**src/rtl/pwr_domain_seq_if.sv**
```systemverilog
// AXI-lite register-port bundle for the power-domain sequencer.
// The master drives valids, addresses, write data and response readies.
interface pwr_domain_seq_if;
  logic        aw_valid;
  logic        aw_ready;
  logic [31:0] aw_addr;
  logic        w_valid;
  logic        w_ready;
  logic [31:0] w_data;
  logic        b_valid;
  logic        b_ready;
  logic [1:0]  b_resp;
  logic        ar_valid;
  logic        ar_ready;
  logic [31:0] ar_addr;
  logic        r_valid;
  logic        r_ready;
  logic [31:0] r_data;
  logic [1:0]  r_resp;

  modport master (
    output aw_valid, aw_addr, w_valid, w_data, b_ready, ar_valid, ar_addr, r_ready,
    input  aw_ready, w_ready, b_valid, b_resp, ar_ready, r_valid, r_data, r_resp
  );

  modport slave (
    input  aw_valid, aw_addr, w_valid, w_data, b_ready, ar_valid, ar_addr, r_ready,
    output aw_ready, w_ready, b_valid, b_resp, ar_ready, r_valid, r_data, r_resp
  );
endinterface

```
**src/rtl/pwr_domain_seq.sv**
```systemverilog
// Power-domain sequencer: one shared FSM walks a single domain through
// isolate/reset/clock/power steps on AXI-lite CMD writes, with ack timeout.
module pwr_domain_seq #(
  parameter int unsigned NUM_DOM     = 8,
  parameter int unsigned SETTLE_CYC  = 4,
  parameter int unsigned TIMEOUT_CYC = 1024
) (
  input  logic               clk,
  input  logic               rst_n,
  pwr_domain_seq_if.slave    bus,
  output logic [NUM_DOM-1:0] pwr_en_o,
  input  logic [NUM_DOM-1:0] pwr_ack_i,
  output logic [NUM_DOM-1:0] iso_o,
  output logic [NUM_DOM-1:0] dom_rst_no,
  output logic [NUM_DOM-1:0] clk_en_o
);

  localparam int unsigned CNT_W = 32;
  localparam logic [1:0]  RESP_OK  = 2'd0;
  localparam logic [1:0]  RESP_ERR = 2'd2;

  typedef enum logic [3:0] {
    S_IDLE, S_ISO, S_RST, S_CLKOFF, S_PWROFF, S_WAIT_OFF, S_PWRON,
    S_WAIT_ON, S_SETTLE, S_CLKON, S_RSTREL, S_ISOREL, S_RESP
  } state_t;

  state_t             state;
  logic [NUM_DOM-1:0] cur_mask;
  logic [NUM_DOM-1:0] fault;
  logic [CNT_W-1:0]   cnt;

  logic [3:0]         wr_dom, rd_dom;
  logic [NUM_DOM-1:0] wr_mask, rd_mask;
  logic [2:0]         wr_cmd;
  logic               wr_ok, wr_is_on, wr_dom_on;
  logic               rd_in, rd_on, rd_busy, rd_fault;
  logic               idle_free, wr_go, rd_go, ack_sel;
  logic               unused_bits;

  // Address/command decode; a domain counts as on while its switch is enabled
  assign wr_dom    = bus.aw_addr[7:4];
  assign rd_dom    = bus.ar_addr[7:4];
  assign wr_mask   = NUM_DOM'(1) << wr_dom;
  assign rd_mask   = NUM_DOM'(1) << rd_dom;
  assign wr_cmd    = bus.w_data[2:0];
  assign wr_is_on  = (wr_cmd == 3'd4);
  assign wr_ok     = (32'(wr_dom) < NUM_DOM) && (bus.aw_addr[3:0] == 4'h4)
                     && ((wr_cmd == 3'd3) || (wr_cmd == 3'd4));
  assign wr_dom_on = |(pwr_en_o & wr_mask);
  assign rd_in     = (32'(rd_dom) < NUM_DOM);
  assign rd_on     = |(pwr_en_o & rd_mask);
  assign rd_fault  = |(fault & rd_mask);
  assign rd_busy   = (state != S_IDLE) && (state != S_RESP) && |(cur_mask & rd_mask);
  assign ack_sel   = |(pwr_ack_i & cur_mask);

  // Only one transaction in flight: no new accept while a ready pulse or response is out
  assign idle_free = (state == S_IDLE) && !bus.b_valid && !bus.r_valid
                     && !bus.aw_ready && !bus.ar_ready;
  assign wr_go     = idle_free && bus.aw_valid && bus.w_valid;
  assign rd_go     = idle_free && bus.ar_valid && !(bus.aw_valid && bus.w_valid);

  assign unused_bits = ^{bus.aw_addr[31:8], bus.ar_addr[31:8], bus.w_data[31:3]};

  always_ff @(posedge clk) begin
    if (!rst_n) begin
      state        <= S_IDLE;
      cur_mask     <= '0;
      fault        <= '0;
      cnt          <= '0;
      pwr_en_o     <= '1;
      iso_o        <= '0;
      dom_rst_no   <= '1;
      clk_en_o     <= '1;
      bus.aw_ready <= 1'b0;
      bus.w_ready  <= 1'b0;
      bus.b_valid  <= 1'b0;
      bus.b_resp   <= 2'd0;
      bus.ar_ready <= 1'b0;
      bus.r_valid  <= 1'b0;
      bus.r_resp   <= 2'd0;
      bus.r_data   <= 32'd0;
    end else begin
      bus.aw_ready <= wr_go;
      bus.w_ready  <= wr_go;
      bus.ar_ready <= rd_go;

      // Read channel: response the cycle after ar_ready, held until r_ready
      if (bus.ar_ready && bus.ar_valid) begin
        bus.r_valid <= 1'b1;
        if (rd_in && bus.ar_addr[3:0] == 4'h0) begin
          bus.r_data <= {29'd0, rd_fault, rd_busy, rd_on};
          bus.r_resp <= RESP_OK;
        end else if (rd_in && bus.ar_addr[3:0] == 4'h4) begin
          bus.r_data <= rd_on ? 32'd4 : 32'd3;
          bus.r_resp <= RESP_OK;
        end else begin
          bus.r_data <= 32'd0;
          bus.r_resp <= RESP_ERR;
        end
      end else if (bus.r_valid && bus.r_ready) begin
        bus.r_valid <= 1'b0;
      end

      // Each output step is applied on the edge that enters the named state
      case (state)
        S_IDLE: begin
          if (bus.aw_ready && bus.aw_valid) begin
            cur_mask <= wr_mask;
            cnt      <= '0;
            if (!wr_ok) begin
              state       <= S_RESP;
              bus.b_valid <= 1'b1;
              bus.b_resp  <= RESP_ERR;
            end else if (wr_is_on == wr_dom_on) begin
              state       <= S_RESP;
              bus.b_valid <= 1'b1;
              bus.b_resp  <= RESP_OK;
              fault       <= fault & ~wr_mask;
            end else if (wr_is_on) begin
              state    <= S_PWRON;
              pwr_en_o <= pwr_en_o | wr_mask;
            end else begin
              state <= S_ISO;
              iso_o <= iso_o | wr_mask;
            end
          end
        end
        S_ISO: begin
          state      <= S_RST;
          dom_rst_no <= dom_rst_no & ~cur_mask;
        end
        S_RST: begin
          state    <= S_CLKOFF;
          clk_en_o <= clk_en_o & ~cur_mask;
        end
        S_CLKOFF: begin
          state    <= S_PWROFF;
          pwr_en_o <= pwr_en_o & ~cur_mask;
        end
        S_PWROFF: begin
          state <= S_WAIT_OFF;
          cnt   <= '0;
        end
        S_WAIT_OFF: begin
          if (!ack_sel) begin
            state       <= S_RESP;
            bus.b_valid <= 1'b1;
            bus.b_resp  <= RESP_OK;
            fault       <= fault & ~cur_mask;
          end else if (cnt + 32'd1 >= TIMEOUT_CYC) begin
            state       <= S_RESP;
            bus.b_valid <= 1'b1;
            bus.b_resp  <= RESP_ERR;
            fault       <= fault | cur_mask;
          end else begin
            cnt <= cnt + 32'd1;
          end
        end
        S_PWRON: begin
          state <= S_WAIT_ON;
          cnt   <= '0;
        end
        S_WAIT_ON: begin
          if (ack_sel) begin
            state <= S_SETTLE;
            cnt   <= '0;
          end else if (cnt + 32'd1 >= TIMEOUT_CYC) begin
            state       <= S_RESP;
            bus.b_valid <= 1'b1;
            bus.b_resp  <= RESP_ERR;
            fault       <= fault | cur_mask;
          end else begin
            cnt <= cnt + 32'd1;
          end
        end
        S_SETTLE: begin
          if (cnt + 32'd1 >= SETTLE_CYC) begin
            state    <= S_CLKON;
            clk_en_o <= clk_en_o | cur_mask;
          end else begin
            cnt <= cnt + 32'd1;
          end
        end
        S_CLKON: begin
          state      <= S_RSTREL;
          dom_rst_no <= dom_rst_no | cur_mask;
        end
        S_RSTREL: begin
          state <= S_ISOREL;
          iso_o <= iso_o & ~cur_mask;
        end
        S_ISOREL: begin
          state       <= S_RESP;
          bus.b_valid <= 1'b1;
          bus.b_resp  <= RESP_OK;
          fault       <= fault & ~cur_mask;
        end
        S_RESP: begin
          if (bus.b_ready) begin
            state       <= S_IDLE;
            bus.b_valid <= 1'b0;
          end
        end
        default: state <= S_IDLE;
      endcase
    end
  end

endmodule

```
**src/flat_wrapper.sv**
```systemverilog
// flat-port wrapper written by rule: the top's interface ports become plain ports
module pwr_domain_seq_flat 
#(
  parameter int unsigned NUM_DOM     = 8,
  parameter int unsigned SETTLE_CYC  = 4,
  parameter int unsigned TIMEOUT_CYC = 1024
)
  (clk, rst_n, pwr_en_o, pwr_ack_i, iso_o, dom_rst_no, clk_en_o, bus_aw_valid, bus_aw_addr, bus_w_valid, bus_w_data, bus_b_ready, bus_ar_valid, bus_ar_addr, bus_r_ready, bus_aw_ready, bus_w_ready, bus_b_valid, bus_b_resp, bus_ar_ready, bus_r_valid, bus_r_data, bus_r_resp);
  pwr_domain_seq_if bus_i ();
  input  logic clk;
  input  logic rst_n;
  output logic [NUM_DOM-1:0] pwr_en_o;
  input  logic [NUM_DOM-1:0] pwr_ack_i;
  output logic [NUM_DOM-1:0] iso_o;
  output logic [NUM_DOM-1:0] dom_rst_no;
  output logic [NUM_DOM-1:0] clk_en_o;
  input wire logic [$bits(bus_i.aw_valid)-1:0] bus_aw_valid;
  input wire logic [$bits(bus_i.aw_addr)-1:0] bus_aw_addr;
  input wire logic [$bits(bus_i.w_valid)-1:0] bus_w_valid;
  input wire logic [$bits(bus_i.w_data)-1:0] bus_w_data;
  input wire logic [$bits(bus_i.b_ready)-1:0] bus_b_ready;
  input wire logic [$bits(bus_i.ar_valid)-1:0] bus_ar_valid;
  input wire logic [$bits(bus_i.ar_addr)-1:0] bus_ar_addr;
  input wire logic [$bits(bus_i.r_ready)-1:0] bus_r_ready;
  output wire logic [$bits(bus_i.aw_ready)-1:0] bus_aw_ready;
  output wire logic [$bits(bus_i.w_ready)-1:0] bus_w_ready;
  output wire logic [$bits(bus_i.b_valid)-1:0] bus_b_valid;
  output wire logic [$bits(bus_i.b_resp)-1:0] bus_b_resp;
  output wire logic [$bits(bus_i.ar_ready)-1:0] bus_ar_ready;
  output wire logic [$bits(bus_i.r_valid)-1:0] bus_r_valid;
  output wire logic [$bits(bus_i.r_data)-1:0] bus_r_data;
  output wire logic [$bits(bus_i.r_resp)-1:0] bus_r_resp;
  assign bus_i.aw_valid = bus_aw_valid;
  assign bus_i.aw_addr = bus_aw_addr;
  assign bus_i.w_valid = bus_w_valid;
  assign bus_i.w_data = bus_w_data;
  assign bus_i.b_ready = bus_b_ready;
  assign bus_i.ar_valid = bus_ar_valid;
  assign bus_i.ar_addr = bus_ar_addr;
  assign bus_i.r_ready = bus_r_ready;
  assign bus_aw_ready = bus_i.aw_ready;
  assign bus_w_ready = bus_i.w_ready;
  assign bus_b_valid = bus_i.b_valid;
  assign bus_b_resp = bus_i.b_resp;
  assign bus_ar_ready = bus_i.ar_ready;
  assign bus_r_valid = bus_i.r_valid;
  assign bus_r_data = bus_i.r_data;
  assign bus_r_resp = bus_i.r_resp;
  pwr_domain_seq #(.NUM_DOM(NUM_DOM), .SETTLE_CYC(SETTLE_CYC), .TIMEOUT_CYC(TIMEOUT_CYC)) u_core (.clk(clk), .rst_n(rst_n), .bus(bus_i), .pwr_en_o(pwr_en_o), .pwr_ack_i(pwr_ack_i), .iso_o(iso_o), .dom_rst_no(dom_rst_no), .clk_en_o(clk_en_o));
endmodule
```
**config.mk**
```make
export PLATFORM = sky130hd
export DESIGN_NAME = pwr_domain_seq_flat
export DESIGN_NICKNAME = d
export VERILOG_FILES = /design/src/rtl/pwr_domain_seq_if.sv /design/src/rtl/pwr_domain_seq.sv /design/src/flat_wrapper.sv
export SDC_FILE = /design/constraint.sdc
export NUM_CORES = 1
export LEC_CHECK = 0
export ABC_AREA = 1
export CAP_MARGIN = 20
export CORE_MARGIN = 2
export CORE_UTILIZATION = 53
export DETAILED_ROUTE_END_ITERATION = 10
export GPL_ROUTABILITY_DRIVEN = 0
export PLACE_DENSITY = 0.89
export REMOVE_ABC_BUFFERS = 1
export SLEW_MARGIN = 20
export SYNTH_ARGS = -nofsm -noshare
export SYNTH_HDL_FRONTEND = slang
export SYNTH_SLANG_ARGS = --single-unit
```
**constraint.sdc**
```tcl
create_clock -name clk -period 7.3 [get_ports clk]
set_input_delay 1.095 -clock clk [delete_from_list [all_inputs] [get_ports clk]]
set_output_delay 1.095 -clock clk [all_outputs]
set_load 0.005 [all_outputs]
```
* Yosys cells after proc, flatten, opt, wreduce, memory -nomap -nowiden
Index checks and enable logic that the tools add are counted.
** Storage, ports and cells
- Output and inout port bits :: 73
- Bits in registers :: 124
- Input port bits :: 111
- Logic and storage cells :: 178
** Cells by class
- Bitwise logic cells :: 18
- Multiplexer cells :: 58
- Reduce and logical (&&, ||, !) cells :: 50
- Shifts and indexed selects :: 2
- Equality and inequality tests :: 30
- $lt $le $gt $ge :: 4
- Add/subtract/negate cells :: 1
** Operators by type and width (number)
- $mux W32 :: 7
- $pmux W32 S5 :: 1
- $mux W8 :: 15
- $and A8 B8 Y8 :: 11
- $pmux W8 S2 :: 4
- $pmux W4 S13 :: 1
- $or A8 B8 Y8 :: 5
- $reduce_or A8 Y1 :: 5
- $add A32 B1 Y32 const B :: 1
- $ge A32 B11 Y1 const B :: 1
- $ge A32 B3 Y1 const B :: 1
- $mux W4 :: 8
- $pmux W8 S4 :: 1
- $eq A4 B3 Y1 const B :: 6
- $eq A4 B4 Y1 const B :: 5
- $reduce_and A5 Y1 :: 4
- $logic_and A1 B1 Y1 :: 18
- $mux W2 :: 8
- $not A8 Y8 :: 2
- $shl A1 B4 Y8 const A :: 2
- $ne A2 B2 Y1 const B :: 7
- $reduce_bool A2 Y1 :: 5
- $reduce_bool A5 Y1 :: 2
- $mux W1 :: 9
- other kinds (20) :: 34

* Longest topological paths before layout
Gate-level depths: netlist of the first run.
- Depth after elaboration :: 8
- Depth in mapped cells :: 19
- Gate-level depth less buffers :: 18

* Worst setup path before layout of the first run
Ideal clock, no wire load.
- Path type :: input -> register
- Start :: input port bus_aw_addr[5]
- End :: register u_core.fault[0]
- Path slack :: 4.181 ns
- Buffers on the path :: 0
- Arrival time :: 2.997 ns
- Cell stages on the path :: 17
- Data required time :: 7.178 ns
- Library setup time :: 0.122 ns
- Cells stage by stage :: inv_1 nor2_1 inv_1 nor2_1 nand2_1 o21ai_0 nor4_1 inv_1 ha_1 inv_1 nand2_1 o21ai_0 nor2_1 o21ai_2 inv_1 o21ai_0 a21oi_1
** Between the ends
- Longest elaborated chain between the ends :: 7
- Elaborated cells between the ends (all ways) :: 16
- Classes of those cells :: 1 x order compare; 3 x eq/ne; 1 x shift; 4 x mux; 3 x bitwise; 4 x reduce/logical
** RTL lines
- start, declared :: RTL line flat_wrapper.sv:18 : input wire logic [$bits(bus_i.aw_addr)-1:0] bus_aw_addr;
- parallel branches: the longest is 7 deep, another holds $shl A1 B4 Y8
- end signal, assigned :: RTL line pwr_domain_seq.sv:118 : fault <= fault & ~wr_mask;
- end signal, assigned :: RTL line pwr_domain_seq.sv:149 : fault <= fault & ~cur_mask;
- end signal, assigned :: RTL line pwr_domain_seq.sv:154 : fault <= fault | cur_mask;
- end, declared :: RTL line pwr_domain_seq.sv:29 : logic [NUM_DOM-1:0] fault;
Several ways; the timed one is not identified. The select of a mux whose other input is x is not followed.
A chain may end at the register's enable or synchronous reset.

* Worst setup path after layout of the first run
- Start :: input port bus_aw_addr[7]
- End :: register u_core.iso_o[3]
** Between the ends
- Longest elaborated chain between the ends :: 7
- Elaborated cells between the ends (all ways) :: 16
- Classes of those cells :: 1 x order compare; 3 x eq/ne; 1 x shift; 5 x mux; 2 x bitwise; 4 x reduce/logical
** RTL lines
- $shl A1 B4 Y8 :: RTL line pwr_domain_seq.sv:43 : assign wr_mask = NUM_DOM'(1) << wr_dom;
- $or A8 B8 Y8 :: RTL line pwr_domain_seq.sv:124 : iso_o <= iso_o | wr_mask;
- $mux W8 :: RTL line pwr_domain_seq.sv:119 : end else if (wr_is_on) begin
- $mux W8 :: RTL line pwr_domain_seq.sv:114 : end else if (wr_is_on == wr_dom_on) begin
- $mux W8 :: RTL line pwr_domain_seq.sv:110 : if (!wr_ok) begin
- $mux W8 :: RTL line pwr_domain_seq.sv:107 : if (bus.aw_ready && bus.aw_valid) begin
- $pmux W8 S2 :: RTL line pwr_domain_seq.sv:105 : case (state)
- end signal, assigned :: RTL line pwr_domain_seq.sv:124
- end signal, assigned :: RTL line pwr_domain_seq.sv:190 : iso_o <= iso_o & ~cur_mask;
- end, declared :: RTL line pwr_domain_seq.sv:13 : output logic [NUM_DOM-1:0] iso_o,
Parallel ways exist; a longest one is shown, timed or not. The select of a mux whose other input is x is not followed.

==> results of run 1 <==
## per-layer routing
layer	up-vias	track usage [%]	share of wire (%)	wire length, µm
met5	-	0	0	0
met4	0	15.34	4.4	819
met3	71	6.589	8.6	1619
met2	379	46.12	47	8732
met1	3231	34.64	40	7548
li1	3619	-	-	-
## cell usage after synthesis, types with 2 or more instances
cell type and instances:
a211oi_1 3, a21oi_1 78, a221oi_1 3, a31oi_1 3, buf_1 5, buf_2 10, buf_4 31, buf_6 2
clkbuf_1 15, dfxtp_1 94, ha_1 4, inv_1 121, inv_2 2, nand2_1 317, nand2_2 2, nand3_1 86
nand3b_1 5, nand4_1 11, nor2_1 141, nor2_2 7, nor2_4 3, nor3_1 19, nor4_1 2, o211ai_1 3
o21ai_0 73, o21ai_1 3, o21ai_2 2, o221ai_1 6, o22ai_1 12, o311ai_0 8, or2_2 3, xnor2_1 3
xor2_1 4
## kinds of logic (layout without fill, tap and decap cells)
kind of cell / count (synthesis) / count (layout) / synth area share (%)
other: 1 / 30 / 0.05748
DFF: 94 / 94 / 28.85
adders and majority gates: 4 / 4 / 0.7672
AOI/OAI and AO/OA: 200 / 200 / 17.38
buffers and inverters: 188 / 221 / 13.04
xor gates and xnor gates: 7 / 7 / 0.9398
and+or+nand+nor: 602 / 602 / 38.97
## power by group
group	switching (mW)	internal, mW
logic	0.332	0.141
clock network	0.231	0.240
registers	0.0237	0.535
## cell type report
type	instances	area [µm²]	area share, %
clock inverter	7	67.56	0.8952
inverter	124	465.4	6.167
clock buffer	9	225.2	2.984
timing repair buffer	81	818.3	10.84
sequential	94	1882	24.93
multi-input combinational	843	3905	51.74
tap	147	183.9	2.437
## final timing paths
kind,start,end,slack [ns],cells after the start
worst min-delay path,u_core.bus.b_resp[0]$_SDFFE_PN0P_,u_core.bus.b_resp[0]$_SDFFE_PN0P_,0.44,2
worst min register to register,u_core.bus.b_resp[0]$_SDFFE_PN0P_,u_core.bus.b_resp[0]$_SDFFE_PN0P_,0.44,2
worst max-delay path,bus_aw_addr[7],u_core.iso_o[3]$_SDFFE_PN0P_,3.12,16
worst max register to register,u_core.cnt[0]$_SDFFE_PN0P_,u_core.cnt[4]$_SDFFE_PN0P_,3.96,16
## worst max-delay path, delay by kind of cell
kind | cells | cell delay [ns]
AO/OA/AOI/OAI | 3 | 0.28
adder cells (fa/ha/maj) | 1 | 0.32
buffers and inverters | 6 | 1.11
AND/OR/NAND/NOR | 6 | 1.68
## per-stage QoR
step	cell area [µm²]	hold slack, ns	cells
6_report	7547	0.4433	1305
5_1_grt	7547	0.4676	1305
4_1_cts	7545	0.4415	1305
3_5_place_dp	7252	0.4229	1289
3_3_place_gp	7224	0.4197	1288
2_1_floorplan	6247	0.4284	1061
==> flow_summary.yaml, run 1 <==
status:
  status: "finished, final reports clean"
synth:
  synthFlopType: "dfxtp_1"
  synth_edf_count: 0
  netlist_top_cells_area: "dfxtp_1 29%, nand2_1 18%, nor2_1 8.1%"
  synth-seq-cells: 94
  ys_seq_area_share_pct: 28.85
  async_reset_ff_share_pct: 0
  ys.warnings.count: 0
  synthCells: 1096
  yosysTopAreaCell: "dfxtp_1"
  synth_area_um2: 6524
  yosysUniqueCellTypes: 48
  synth_top_area_share_pct: 28.85
  avgSynthCellArea_um2: 5.952
final_layout:
  final_common_cell: "nand2_1"
  diodes: 0
  layout-drive-gt1-share_pct: 4.231
  syn_to_final_growth_pct: 15.69
  final_cell_mix: "316 x nand2_1, 140 x nor2_1, 121 x inv_1"
  fillers: 1112
  fin_util_pct: 62.83
  nets: 1268
grt:
  grt.overflow.total: 0
  grt_max_degree: 55
  antenna_found_initial: 0
  grt_pass1_vias: 6560
  track_usage_pct: 28.30
  grt_pass1_wl_um: 30360
detailed_routing:
  drc: 0
  first_pass_iters: 5
  viasPerCell: 5.594
  totalWireLength_um: 18720
  drtIter0Drc: 721
  vias: 7300
  wire_per_inst_um: 14.34
  final_antenna_net_count: 0
floorplan:
  dieArea_um2: 13210
  row_count: 40
  initial_utilization_pct: 54.31
  io_pins: 184
  core_area_um2: 12010
  die_w_um: 114.9
  die_h_um: 114.9
critical_path:
  crit_slowest_cell: "nor4_1"
  crit_path_start_kind: "input port"
  slowest_delay_ns: 0.58
  endpoint_kind: "flip-flop"
  crit_fanout: 10
  setup.worst_path.class: "in -> reg"
  worstPathCellList: "clkdlybuf4s50_1 -> inv_1 -> nand2_1 -> nor2_1 -> inv_1 -> o22ai_1 -> nor4_1 -> inv_1 -> ha_1 -> inv_1 -> a21oi_1 -> nor3_2 -> inv_1 -> nor2_1 -> o21ai_0 -> nor2_1"
  cp.arrival_ns: 4.48
  required_ns: 7.60
  cpMostUsedCell: "inv_1"
flow_run:
  maxCapViolCount: 0
timing:
  fin_skew_ns: 0.01291
  fin_ws_ns: 3.122
  rsz0062_at_grt: "false"
  worstMarginPinSlew_ns: 0.8600
  period_share_pct: 57.23
  finalSetupViolCount: 0
  drv_slew: 0
  maxSlewHeadroom_pct: 42.19
  min_period_ns: 4.178
  timing.setup.tns_ns: 0
  finalHoldViolations: 0
  fmax_ghz: 0.2394
placed_design:
  post-place-ws_ns: 2.887
  numPortBuffers: 76
  dp_hpwl_um: 13450
power_and_ir_drop:
  leakage_nw: 3.168
  p_per_area_nw_per_um2: 199.0
  vdd_drop_max_v: 0.0001245
  finalPower_mw: 1.502
clock_tree:
  clock-sinks: 94
  htreeDepth: 3
  ctsResizeCount: 0
  hold_buffers: 0
  clkTransAtPathRegs_ns: 0.08
  cts_setup_buffers: 0
  numCtsBuffers: 9
  cts_tree: "built"
  cts.path.max_buffers: 2
  cts_root_buf: "clkbuf_16"
  clk_latency_ns: 0.36
worst_hold_path:
  min_path_type: "reg -> reg"
No activity file was read; power rests on OpenSTA's default activity.
==> run 2, diff against run 1 <==
--- a/config.mk
+++ b/config.mk
@@ -8,10 +8,10 @@
 export ABC_AREA = 1
 export CAP_MARGIN = 20
 export CORE_MARGIN = 2
-export CORE_UTILIZATION = 53
+export CORE_UTILIZATION = 49
 export DETAILED_ROUTE_END_ITERATION = 10
 export GPL_ROUTABILITY_DRIVEN = 0
-export PLACE_DENSITY = 0.89
+export PLACE_DENSITY = 0.84
 export REMOVE_ABC_BUFFERS = 1
 export SLEW_MARGIN = 20
 export SYNTH_ARGS = -nofsm -noshare
==> constraint.sdc (replaced) <==
create_clock -name clk -period 3.9 [get_ports clk]
set_input_delay 0.585 -clock clk [delete_from_list [all_inputs] [get_ports clk]]
set_output_delay 0.585 -clock clk [all_outputs]
set_load 0.005 [all_outputs]
==> flow_summary.yaml, run 2 (same netlist as run 1, synthesis figures left out) <==
status:
  status: "finished, final reports clean"
timing:
  fin_skew_ns: 0.01116
  rsz0062_at_grt: "false"
  period_share_pct: 83.57
  maxSlewHeadroom_pct: 50.52
  finalSetupViolCount: 0
  timing.setup.tns_ns: 0
  fmax_ghz: 0.3068
  drv_slew: 0
  worstMarginPinSlew_ns: 0.7405
  min_period_ns: 3.259
  finalHoldViolations: 0
power_and_ir_drop:
  finalPower_mw: 2.832
  leakage_nw: 3.228
  pwr-share-seq_pct: 37.0
  p_per_area_nw_per_um2: 369.3
  p_sw_share_pct: 38.28
  p_int_mw: 1.748
  switchingPower_mw: 1.084
  power_frac_comb_pct: 29.6
  p_clk_share_pct: 33.5
  vdd_drop_max_v: 0.0002400
final_layout:
  layout-drive-gt1-share_pct: 5.128
  fillers: 1289
  syn_to_final_growth_pct: 17.57
  fin_cells: 1346
  final_common_cell: "nand2_1"
  seq_area_um2: 1882
  design_area_um2: 7670
  multi_input_area_um2: 3902
  nets: 1280
  diodes: 0
  final_cell_mix: "317 x nand2_1, 140 x nor2_1, 121 x inv_1"
detailed_routing:
  drc: 0
  first_pass_iters: 6
  wire_per_inst_um: 14.23
  final_antenna_net_count: 0
  totalWireLength_um: 19150
  vias: 7337
  viasPerCell: 5.451
  drtIter0Drc: 710
critical_path:
  endpoint_kind: "flip-flop"
  worstPathCellList: "ha_1 -> nand3_1 -> inv_1 -> nand3_1 -> o21ai_0 -> nand2_1 -> nor2_1 -> nand2_1 -> nor2_2 -> nand3_2 -> nand2_1 -> nand2_1 -> buf_4 -> nand2_1 -> a21oi_1"
  slowest_delay_ns: 0.44
  cpMostUsedCell: "nand2_1"
  cp.arrival_ns: 3.50
  crit_path_start: "u_core.cnt[0]$_SDFFE_PN0P_"
  required_ns: 4.14
  r2r_end: "u_core.cnt[20]$_SDFFE_PN0P_"
  crit_fanout: 18
  cp.buffers_inverters: 2
  reg2reg_slack_ns: 0.64
  setup.worst_path.class: "reg -> reg"
  r2r_cells: 15
  cpLargestDelayFamily: "simple AND/OR/NAND/NOR gates"
  rr_startpoint: "u_core.cnt[0]$_SDFFE_PN0P_"
  crit_slowest_cell: "dfxtp_1"
  crit_path_start_kind: "flip-flop"
worst_hold_path:
  hold_end: "u_core.bus.b_resp[0]$_SDFFE_PN0P_"
  hp-start: "u_core.bus.b_resp[0]$_SDFFE_PN0P_"
  hold_path_depth: 2
  min_path_type: "reg -> reg"
floorplan:
  die_h_um: 119.4
  row_count: 42
  initial_utilization_pct: 49.66
  dieArea_um2: 14250
  die_w_um: 119.4
  io_pins: 184
  core_area_um2: 13140
placed_design:
  placed_area_um2: 7358
  numPortBuffers: 76
  dpl.cell_count: 1330
  dp_hpwl_um: 13800
grt:
  antenna_found_initial: 0
  grt_max_degree: 55
  track_usage_pct: 27.07
  grt_pass1_vias: 6591
  grt.overflow.total: 0
  grt_pass1_wl_um: 31600
clock_tree:
  ctsResizeCount: 0
  cts_setup_buffers: 0
  hold_buffers: 0
  cts.path.max_buffers: 2
  clkTransAtPathRegs_ns: 0.07
  cts_tree: "built"
  htreeDepth: 3
  cts_root_buf: "clkbuf_16"
  numCtsBuffers: 9
  clock-sinks: 94
  clk_latency_ns: 0.36
flow_run:
  maxCapViolCount: 0
-- run 2: per-layer routing --
| metal | GRT usage (%) | routed length [µm] |
|---|---|---|
| met1 | 34.40 | 7931 |
| met2 | 44.97 | 8978 |
| met3 | 2.826 | 1420 |
| met4 | 14.85 | 824 |
| met5 | 0 | 0 |
-- run 2: how the worst max path moves through the flow --
stage	slack, ns	to	cells past startpoint
final	0.64	u_core.cnt[20]$_SDFFE_PN0P_	15
after global routing	0.31	u_core.cnt[18]$_SDFFE_PN0P_	15
after CTS	0.68	u_core.cnt[30]$_SDFFE_PN0P_	15
after detailed placement	0.46	u_core.fault[1]$_SDFFE_PN0P_	19
after global placement	0.52	u_core.fault[0]$_SDFFE_PN0P_	19
after floorplan	0.90	u_core.cnt[22]$_SDFFE_PN0P_	15
-- run 2: power by group through the flow --
stage               clock network, mW  registers [mW]  logic [mW]
finish                          0.948            1.05       0.837
global route                    0.998            1.05       0.935
CTS                             0.955            1.05       0.826
detailed placement                  0            1.07       0.823
global placement                    0            1.07       0.816
floorplan                           0            1.06       0.507
-- run 2: area by class of cell --
cell class,instances,area share [%]
Tap cell,176,2.871
Multi-Input combinational cell,843,50.88
Timing Repair Buffer,93,11.58
Inverter,124,6.069
Sequential cell,94,24.53
Clock buffer,9,2.936
Clock inverter,7,1.126
-- run 2: worst register-to-register path, cell delays in order, from the launching register on --
cell and delay [ns]:
dfxtp_1 0.44, ha_1 0.29, nand3_1 0.19, inv_1 0.16, nand3_1 0.17, o21ai_0 0.19, nand2_1 0.11, nor2_1 0.13
nand2_1 0.08, nor2_2 0.21, nand3_2 0.14, nand2_1 0.11, nand2_1 0.40, buf_4 0.38, nand2_1 0.08, a21oi_1 0.06
-- run 2: through the flow --
stage | setup slack [ns] | hold slack (ns) | utilization (%)
after global routing | 0.3077 | 0.4708 | 58.38
after global placement | 0.5153 | 0.4382 | 56.01
after floorplan | 0.9041 | 0.4284 | -
after CTS | 0.6762 | 0.4433 | 58.38
final | 0.6407 | 0.4455 | 58.38
after detailed placement | 0.4629 | 0.4292 | 56.01
==> run 3, diff against run 2 <==
==> constraint.sdc (replaced) <==
create_clock -name clk -period 3.4 [get_ports clk]
set_input_delay 0.51 -clock clk [delete_from_list [all_inputs] [get_ports clk]]
set_output_delay 0.51 -clock clk [all_outputs]
set_load 0.005 [all_outputs]
==> flow_summary.yaml, run 3 (same netlist as run 1, synthesis figures left out) <==
power_and_ir_drop:
  power_frac_comb_pct: 31.6
  vdd_drop_max_v: 0.0002828
  p_clk_share_pct: 31.7
  pwr-share-seq_pct: 36.8
  switchingPower_mw: 1.273
  p_sw_share_pct: 38.98
  p_int_mw: 1.993
  p_per_area_nw_per_um2: 423.0
  leakage_nw: 3.264
grt:
  grt_pass1_vias: 6654
  grt_max_degree: 54
  grt_pass1_wl_um: 31870
  track_usage_pct: 27.33
  antenna_found_initial: 0
  grt.overflow.total: 0
timing:
  fin_ws_ns: 0.3656
  drv_slew: 0
  worstMarginPinSlew_ns: 0.7114
  finalSetupViolCount: 0
  maxSlewHeadroom_pct: 52.40
  finalHoldViolations: 0
  fin_skew_ns: 0.007784
  fmax_ghz: 0.3296
  period_share_pct: 89.25
  rsz0062_at_grt: "false"
  timing.setup.tns_ns: 0
  min_period_ns: 3.034
floorplan:
  row_count: 42
  dieArea_um2: 14250
  core_area_um2: 13140
  io_pins: 184
  initial_utilization_pct: 49.66
  die_w_um: 119.4
  die_h_um: 119.4
final_layout:
  layout-drive-gt1-share_pct: 5.772
  final_common_cell: "nand2_1"
  final_cell_mix: "317 x nand2_1, 140 x nor2_1, 121 x inv_1"
  nets: 1288
  diodes: 0
  fin_cells: 1354
  syn_to_final_growth_pct: 18.37
  fin_util_pct: 58.78
critical_path:
  cp.arrival_ns: 3.28
  crit_fanout: 9
  rr_startpoint: "u_core.cnt[0]$_SDFFE_PN0P_"
  reg2reg_slack_ns: 0.53
  required_ns: 3.64
  setup.worst_path.class: "in -> reg"
  r2r_end: "u_core.cnt[7]$_SDFFE_PN0P_"
  crit_path_start_kind: "input port"
  r2r_cells: 16
  endpoint_kind: "flip-flop"
clock_tree:
  numCtsBuffers: 9
  cts_root_buf: "clkbuf_16"
  cts.path.max_buffers: 2
  cts_setup_buffers: 0
  clkTransAtPathRegs_ns: 0.07
  cts_tree: "built"
  ctsResizeCount: 0
  hold_buffers: 0
  clock-sinks: 94
  htreeDepth: 3
  clk_latency_ns: 0.36
detailed_routing:
  viasPerCell: 5.371
  wire_per_inst_um: 13.98
  first_pass_iters: 5
  vias: 7273
  drc: 0
  totalWireLength_um: 18930
  drtIter0Drc: 710
  final_antenna_net_count: 0
placed_design:
  dp_hpwl_um: 13880
  numPortBuffers: 76
  post-place-ws_ns: 0.04621
  dpl.cell_count: 1338
flow_run:
  maxCapViolCount: 0
status:
  status: "finished, final reports clean"
worst_hold_path:
  hold_path_depth: 2
  hold_end: "u_core.bus.b_resp[0]$_SDFFE_PN0P_"
  min_path_type: "reg -> reg"
  hp-start: "u_core.bus.b_resp[0]$_SDFFE_PN0P_"
-- run 3: cell count changes in the layout (fill, tap and decap cells not counted), sizes merged --
cell	previous run	this run
bufinv	1	0
buf	17	25
clkinvlp	1	0
clkinv	2	4
-- run 3: metal layers --
| metal | global-route usage, % | routed length [µm] | up-vias |
|---|---|---|---|
| met4 | 13.01 | 714 | 0 |
| li1 | - | - | 3661 |
| met2 | 46.34 | 9124 | 315 |
| met1 | 33.43 | 7713 | 3229 |
| met3 | 5.029 | 1373 | 68 |
| met5 | 0 | 0 | - |
-- run 3: worst max-delay path, stage by stage --
cell	delay (ns)
clkdlybuf4s50_1	0.50
inv_1	0.05
nand2_1	0.13
nor2_1	0.09
inv_1	0.09
o22ai_1	0.08
nor4_1	0.28
buf_4	0.17
inv_1	0.04
ha_1	0.30
inv_1	0.09
nand2_1	0.05
o21ai_0	0.23
nor2_1	0.11
o21ai_2	0.08
inv_1	0.18
o21ai_0	0.24
a21oi_1	0.06
-- run 3: stage by stage --
| stage | total power, mW | hold slack (ns) | instance area [µm²] |
|---|---|---|---|
| finish | 3.266 | 0.4454 | 7722 |
| global placement | 2.224 | 0.4387 | 7418 |
| floorplan | 1.793 | 0.4284 | 6247 |
| detailed placement | 2.233 | 0.4413 | 7418 |
| CTS | 3.271 | 0.4526 | 7722 |
| global route | 3.434 | 0.4641 | 7722 |
-- run 3: final cells by class --
cell class	instances	area, µm²
Clock buffer	9	225.2
Clock inverter	7	78.83
Fill cell	1281	5415
Inverter	124	465.4
Multi-Input combinational cell	843	3902
Sequential cell	94	1882
Tap cell	176	220.2
Timing Repair Buffer	101	948.4
-- run 3: worst max path at each step --
stage | from | endpoint | slack, ns | cells after the start
6_report | bus_aw_addr[7] | u_core.fault[2]$_SDFFE_PN0P_ | 0.37 | 18
3_5_place_dp | bus_aw_addr[7] | u_core.fault[2]$_SDFFE_PN0P_ | 0.05 | 18
2_1_floorplan | u_core.cnt[0]$_SDFFE_PN0P_ | u_core.cnt[22]$_SDFFE_PN0P_ | 0.40 | 15
4_1_cts | bus_aw_addr[7] | u_core.fault[2]$_SDFFE_PN0P_ | 0.40 | 18
5_1_grt | u_core.cnt[0]$_SDFFE_PN0P_ | u_core.cnt[1]$_SDFFE_PN0P_ | 0.17 | 16
3_3_place_gp | bus_aw_addr[7] | u_core.fault[1]$_SDFFE_PN0P_ | 0.15 | 18
-- run 3: power groups by stage --
stage | logic (mW) | clock network [mW] | registers (mW)
floorplan | 0.581 | 0 | 1.21
global placement | 1.00 | 0 | 1.22
detailed placement | 1.01 | 0 | 1.22
CTS | 1.02 | 1.05 | 1.20
global route | 1.13 | 1.09 | 1.21
finish | 1.03 | 1.03 | 1.20
